## src/rtl/sum_bcd_display.sv

```systemverilog
// Converts a 5-bit sum to two BCD digits with a shift-add-3 FSM and drives a
// time-multiplexed two-digit seven-segment display from the latched result.
module sum_bcd_display #(
    parameter int REFRESH_BITS = 17
) (
    input  logic       clk,
    input  logic       rst,
    input  logic [4:0] sum,
    input  logic       start,
    output logic       busy,
    output logic       done,
    output logic [3:0] tens,
    output logic [3:0] ones,
    output logic [6:0] seg,
    output logic [1:0] an
);

    typedef enum logic [1:0] {
        ST_IDLE  = 2'd0,
        ST_SHIFT = 2'd1,
        ST_DONE  = 2'd2
    } state_t;

    state_t                  r_state;
    state_t                  w_state_next;
    logic [4:0]              r_bin;
    logic [4:0]              w_bin_next;
    logic [7:0]              r_bcd;
    logic [7:0]              w_bcd_next;
    logic [2:0]              r_count;
    logic [2:0]              w_count_next;
    logic                    r_busy;
    logic                    w_busy_next;
    logic                    r_done;
    logic                    w_done_next;
    logic [3:0]              r_tens;
    logic [3:0]              w_tens_next;
    logic [3:0]              r_ones;
    logic [3:0]              w_ones_next;
    logic [REFRESH_BITS-1:0] r_refresh;

    logic [7:0]              w_bcd_adj;
    logic [3:0]              w_digit;
    logic                    w_show_tens;

    // Add-3 correction applied to each scratch nibble before it is shifted.
    generate
        for (genvar gi = 0; gi < 2; gi++) begin : g_adj
            assign w_bcd_adj[gi*4 +: 4] = (r_bcd[gi*4 +: 4] >= 4'd5)
                                        ? r_bcd[gi*4 +: 4] + 4'd3
                                        : r_bcd[gi*4 +: 4];
        end
    endgenerate

    always_ff @(posedge clk) begin
        if (rst) begin
            r_state <= ST_IDLE;
            r_bin   <= 5'd0;
            r_bcd   <= 8'd0;
            r_count <= 3'd0;
            r_busy  <= 1'b0;
            r_done  <= 1'b0;
            r_tens  <= 4'd0;
            r_ones  <= 4'd0;
        end else begin
            r_state <= w_state_next;
            r_bin   <= w_bin_next;
            r_bcd   <= w_bcd_next;
            r_count <= w_count_next;
            r_busy  <= w_busy_next;
            r_done  <= w_done_next;
            r_tens  <= w_tens_next;
            r_ones  <= w_ones_next;
        end
    end

    always_comb begin
        w_state_next = r_state;
        w_bin_next   = r_bin;
        w_bcd_next   = r_bcd;
        w_count_next = r_count;
        w_busy_next  = r_busy;
        w_done_next  = 1'b0;
        w_tens_next  = r_tens;
        w_ones_next  = r_ones;
        case (r_state)
            ST_IDLE: begin
                if (start) begin
                    w_bin_next   = sum;
                    w_bcd_next   = 8'd0;
                    w_count_next = 3'd5;
                    w_busy_next  = 1'b1;
                    w_state_next = ST_SHIFT;
                end
            end
            ST_SHIFT: begin
                // One step of the combined {scratch, binary} left shift.
                w_bcd_next   = {w_bcd_adj[6:0], r_bin[4]};
                w_bin_next   = {r_bin[3:0], 1'b0};
                w_count_next = r_count - 3'd1;
                if (r_count == 3'd1) begin
                    w_state_next = ST_DONE;
                end
            end
            ST_DONE: begin
                w_tens_next  = r_bcd[7:4];
                w_ones_next  = r_bcd[3:0];
                w_done_next  = 1'b1;
                w_busy_next  = 1'b0;
                w_state_next = ST_IDLE;
            end
            default: begin
                w_state_next = ST_IDLE;
            end
        endcase
    end

    always_ff @(posedge clk) begin
        if (rst) begin
            r_refresh <= '0;
        end else begin
            r_refresh <= r_refresh + {{(REFRESH_BITS-1){1'b0}}, 1'b1};
        end
    end

    assign w_show_tens = r_refresh[REFRESH_BITS-1];
    assign w_digit     = w_show_tens ? r_tens : r_ones;

    always_comb begin
        an = 2'b10;
        if (w_show_tens) begin
            an = (r_tens == 4'd0) ? 2'b11 : 2'b01;
        end
    end

    always_comb begin
        seg = 7'b1111111;
        case (w_digit)
            4'd0:    seg = 7'b1000000;
            4'd1:    seg = 7'b1111001;
            4'd2:    seg = 7'b0100100;
            4'd3:    seg = 7'b0110000;
            4'd4:    seg = 7'b0011001;
            4'd5:    seg = 7'b0010010;
            4'd6:    seg = 7'b0000010;
            4'd7:    seg = 7'b1111000;
            4'd8:    seg = 7'b0000000;
            4'd9:    seg = 7'b0010000;
            default: seg = 7'b1111111;
        endcase
    end

    assign busy = r_busy;
    assign done = r_done;
    assign tens = r_tens;
    assign ones = r_ones;

endmodule

```

## config.mk

```make
export PLATFORM = sky130hd
export DESIGN_NAME = sum_bcd_display
export DESIGN_NICKNAME = d
export VERILOG_FILES = /design/src/rtl/sum_bcd_display.sv
export SDC_FILE = /design/constraint.sdc
export NUM_CORES = 1
export LEC_CHECK = 0
export BUFFER_PORTS_ARGS = -buffer_cell sky130_fd_sc_hd__buf_2
export CORE_UTILIZATION = 50
export DETAILED_ROUTE_END_ITERATION = 6
export PLACE_DENSITY = 0.7
export SYNTH_ARGS = -nofsm -noshare
export SYNTH_HDL_FRONTEND = slang
export SYNTH_SLANG_ARGS = --single-unit
```

## constraint.sdc

```tcl
create_clock -name clk -period 2.3 [get_ports clk]
set_input_delay 0.23 -clock clk [delete_from_list [all_inputs] [get_ports clk]]
set_output_delay 0.23 -clock clk [all_outputs]
set_load 0.02 [all_outputs]
```

Word level (Yosys, flattened, before mapping)
Memories as Yosys holds them, arrays and structs flattened.
Index checks and enable logic that the tools add are counted.
{"block": "word_totals", "regBits": 45, "latch_bits": 0, "mem_bits_rw": 0, "rom_bits": 112, "inputBits": 8, "output_inout_bits": 19, "word_cells": 45, "n_memories": 1}
{"memory": "(no name shown)", "words": 16, "width": 7, "rd": 1, "rd_clocked_by_memory_dff": 0, "write_ports": 0, "line_no": "138", "rtl": "case (w_digit)"}
{"block": "classes", "addsub": 4, "multipliers": 0, "div": 0, "magnitude_cmp": 2, "eq_ne": 5, "shifts": 0, "n_mux": 17, "bitwise": 0, "reduce_logical": 7}
{"op": "$add A17 B1 Y17 const B", "n": 1}
{"op": "$pmux W8 S2", "n": 1}
{"op": "$pmux W5 S2", "n": 1}
{"op": "$ge A4 B3 Y1 const B", "n": 2}
{"op": "$mux W2", "n": 4}
{"op": "$mux W4", "n": 2}
{"op": "$mux W8", "n": 1}
{"op": "$mux W3", "n": 2}
{"op": "$pmux W3 S2", "n": 1}
{"op": "$reduce_and A2 Y1", "n": 3}
{"op": "$mux W5", "n": 1}
{"op": "$add A4 B2 Y4 const B", "n": 1}
{"op": "$logic_not A4 Y1", "n": 1}
{"op": "$ne A2 B2 Y1 const B", "n": 2}
{"op": "$pmux W2 S2", "n": 1}
{"op": "$reduce_bool A2 Y1", "n": 2}
{"op": "$add A3 B2 Y3 const B", "n": 1}
{"op": "$eq A3 B1 Y1 const B", "n": 1}
{"op": "$sub A3 B1 Y3 const B", "n": 1}
{"op": "$eq A2 B1 Y1 const B", "n": 1}
{"op": "$eq A2 B2 Y1 const B", "n": 1}
{"op": "$logic_not A2 Y1", "n": 1}
{"op": "$mux W1", "n": 2}
{"op": "$pmux W1 S2", "n": 1}

Depth between registers and ports, before layout
{"block": "logic_depth", "depth_word": 3, "ltp_mapped": 7, "mapped_depth_nobuf": 6}

Worst setup path after synthesis
Ideal clock, no wire load.
{"block": "synth_timing", "path_kind": "reg2out", "from": "reg r_refresh[16]", "to": "out seg[3]", "t_arrival_ns": 1.702, "required_time_ns": 2.070, "slack_ns": 0.368, "path_stages_with_launch": 8, "path_buffers": 1, "path_cell_list": "dfxtp_1 > buf_2 > mux2_2 > inv_1 > ha_1 > nor2_1 > o21a_1 > a21oi_1"}
{"block": "synth_via", "elab_chain_cells": 2}
{"element": "start: declaration", "line_no": "40", "rtl": "logic [REFRESH_BITS-1:0] r_refresh;"}
{"element": "start signal: assignment", "line_no": "122", "rtl": "r_refresh <= r_refresh + {{(REFRESH_BITS-1){1'b0}}, 1'b1};"}
{"element": "$mux W4", "line_no": "127", "rtl": "assign w_digit = w_show_tens ? r_tens : r_ones;"}
{"element": "$mem_v2 Z16 W7"}
{"element": "end: declaration", "line_no": "14", "rtl": "output logic [6:0] seg,"}
No other way between the ends.

Final worst setup path
Ends and elaborated chain as after synthesis.

==> results.md <==
- Post-CTS Setup Bufs: 0
- PortBufs: 26
- Setup TNS: 0 ps
- Fraction of registers with async set/reset: 0%
- Dpl cell area: 0.00240 sq mm
- Worst-path clk slew: 90 ps
- R2R Path Start: r_refresh[2]
- Antenna violations before repair: 0
- Slack of the critical path: roughly 140 ps
- Initial drt markers: between 40 and 50
- Critical Path AT: 1930 ps
- Remaining DRCs: 0
- Post-Route WL: 4260 um
- Yosys cell types: 42
- Worst-Skew Late Latency: 300 ps
- # diodes: 0
- Post-synthesis simple-gate area fraction: 21.0%
- Pwr dens: 617 mW/mm^2
- Relative slew margins: approximately 57%
- Final-report hold violation count: 0
- Adder-cell area share of the yosys netlist: 6.68%
- Top Ports: 27
- Max incr delay on CP: 420 ps
- Synth Flop Type: dfxtp_1
- R2R cell count: 4
- Xor/xnor share of the synthesized area: 5.46%
- VDD IR max: ~0.00037 V
- Total power draw: 1560 uW
- Combinational power share: 7.3%
- Post-route minimum period: around 2200 ps
- Fmax: 463 MHz
- Largest net degree at the start of global routing: 28
- CORE AREA: ~0.0043 sq mm
- Slowest CP cell: dfxtp_4
- Avg Inst Size Synth: 8.32 sq um
- Dpl ws: about 260 ps
- Max-cap viol count: 0
- Synthesized Nets: between 200 and 300
- Clock power share: 39.7%
- Hold Buf Count CTS: 0
- Clock sink count: 45
- #FFs+latches synth: 45
- Crit start category: flip-flop
- Core Util, Final: 58.4%
- Worst Path Required: 2070 ps
- Sw power: 378 uW
- Nets: about 310
- Hold Path End: r_bin[4]
- Leakage power: 0.00104 uW
- Wirelength per Cell: 12.3 um
- Minimum setup slack among reg-to-reg paths: 740 ps
- TritonRoute pass-1 iters: 4
- Reg power frac: around 53%
- Slew @ Worst Pin: 645 ps
- Via count: 1,826
- Number of synthesized flops with an enable pin: 0
- Gr ovfl total: 0
- Starting Density: between 50% and 60%
- Final period util: 94.0%
- Cells after synthesis: 270
- Compound-gate portion of the synthesized area: 17.0%
- Vias/cell: 5.29
- Switching part of the total: 24.3%
- Area Overhead vs Synth: 12.3%
- Hold_sp: sum[4]
- Row count: 24
- Reg-to-reg endpoint: r_refresh[15]
- Synth warn: 0
- Die Width: slightly below 70 um
- Layout cells sized above 1: 16.7%
- Fillcell total: 427
- CTS tree: yes
- H-tree depth: 2
- Min-delay worst type: in -> reg
- GRT Overall Usage: 19.6%
- Die area: 0.00477 sq mm
- P_int: 1180 uW
- DP Wirelength: 2980 um
- First-pass GRT wire length: between 7000 and 8000 um
- Final setup fails: 0
- Post-synthesis sequential area ratio: about two fifths
- Crit Path Max Fanout: 9
- Proportion of synthesized area in mux cells: 3.90%
- Max Slew Vio Count: 0
- Skew final: 8.13 ps
- Hold Path Stages: 3
- Run status: complete, no violations
- Worst path cell trace: mux2_2 -> inv_2 -> ha_1 -> nor2_1 -> o21a_1 -> a21oi_1 -> buf_2
- CTS Buffer Depth: 2
- Worst Setup End Kind: primary output
- Die Y: 69.0 um
- CP Class: reg -> out
- Post-Syn Area: around 0.0022 sq mm
- Post-route cell area: 0.00252 sq mm
- Root Buffer: clkbuf_8
- Unrepaired setup endpoints after global routing: no
- Total CTS buffers: 5
- Largest family of logic cells by synthesized area: simple AND/OR/NAND/NOR gates
- Vias in the first global route: around 1,800
- Routed Antenna Nets: 0
- GPL Wtd Cong: 0.850
routing by layer:
layer | track usage, % | vias to the layer above | wire (um)
met5 | 0 | - | 0
met4 | 8.16 | 0 | 57
met3 | 3.65 | 6 | 109
met2 | 32.5 | 28 | 2010
met1 | 24.9 | 831 | 2070
li1 | - | 961 | -
placed cells by master (no fill, tap or decap), types with 4 or more instances in the layout:
master	count
inv_1	20
xnor2_1	11
dfxtp_1	44
ha_1	12
clkbuf_8	5
nand2b_1	6
nand2_1	24
buf_2	26
a22o_1	4
nor3_1	7
nor2_1	38
a21oi_1	32
o21ai_0	7
nand3_1	6
logic make-up after synthesis:
logic type | count (synthesis)
AO/OA/AOI/OAI | 61
XOR/XNOR | 14
adder cells (fa/ha/maj) | 12
buffers and inverters | 33
flip-flops | 45
multiplexers | 8
AND/OR/NAND/NOR | 97
flip-flops by register name, indices dropped and copies added, names as in the netlist:
| name | cells |
|---|---|
| r_bin | 5 |
| done | 1 |
| ones | 4 |
| busy | 1 |
| r_bcd | 8 |
| r_state | 2 |
| r_count | 3 |
| r_refresh | 17 |
| tens | 4 |
power by group through the flow:
stage	logic (uW)	clock network (uW)	registers (uW)
after global placement	111	0	843
after detailed placement	112	0	844
final	113	619	825
after global routing	131	670	830
after floorplan	91.3	0	837
after CTS	115	634	826
final cells by class:
| cell class | count | area (sq um) | share of cell area, % |
|---|---|---|---|
| flip-flops and latches | 45 | 905 | 35.8 |
| inverters | 21 | 78.8 | 3.12 |
| multi-input cells | 192 | 1220 | 48.3 |
| repair buffers | 27 | 138 | 5.45 |
| clock buffers | 5 | 68.8 | 2.73 |
| clock inverters | 3 | 50.0 | 1.98 |
| well taps | 52 | 65.1 | 2.58 |
metrics by stage:
| stage | hold WS (ps) | cells |
|---|---|---|
| 2_1_floorplan | 427 | 270 |
| 3_3_place_gp | 441 | 337 |
| 3_5_place_dp | 441 | 337 |
| 4_1_cts | 221 | 345 |
| 5_1_grt | 228 | 345 |
| 6_report | 221 | 345 |
worst max path at each step:
stage	cells past startpoint	startpoint	to	slack, ps
floorplan	7	r_refresh[16]	seg[3]	370
global placement	7	r_refresh[16]	seg[3]	370
detailed placement	7	r_refresh[16]	seg[3]	260
CTS	7	r_refresh[16]	seg[3]	40
global route	7	r_refresh[16]	seg[3]	10
finish	7	r_refresh[16]	seg[3]	140
Yosys cell counts (4+ instances only):
cell type | n | area share [%]
nand3_1 | 6 | 1.3
xnor2_1 | 11 | 4.3
nand2b_1 | 6 | 1.7
o21ai_0 | 7 | 1.6
a22o_1 | 4 | 1.6
inv_1 | 21 | 3.5
clkbuf_1 | 6 | 1.0
dfxtp_1 | 45 | 40
nand2_1 | 24 | 4.0
nor2_1 | 38 | 6.3
ha_1 | 12 | 6.7
a21oi_1 | 32 | 7.1
nor3_1 | 7 | 1.6
mux2i_1 | 4 | 1.8
what timing repair did:
action                                  4_1_cts  5_1_grt
endpoints found under the setup margin        3        5
hold endpoints to repair                      0        0
gates resized for setup                       1        3
worst max-delay path: cells and delay by family (launching register included):
kind / cells / cell delay [ps]
buf+inv: 2 / 290
simple gates: 1 / 50
compound gates: 2 / 300
mux: 1 / 410
flops: 1 / 420
fa+ha+maj: 1 / 160
Note: power is estimated with default switching activity, not from simulation.
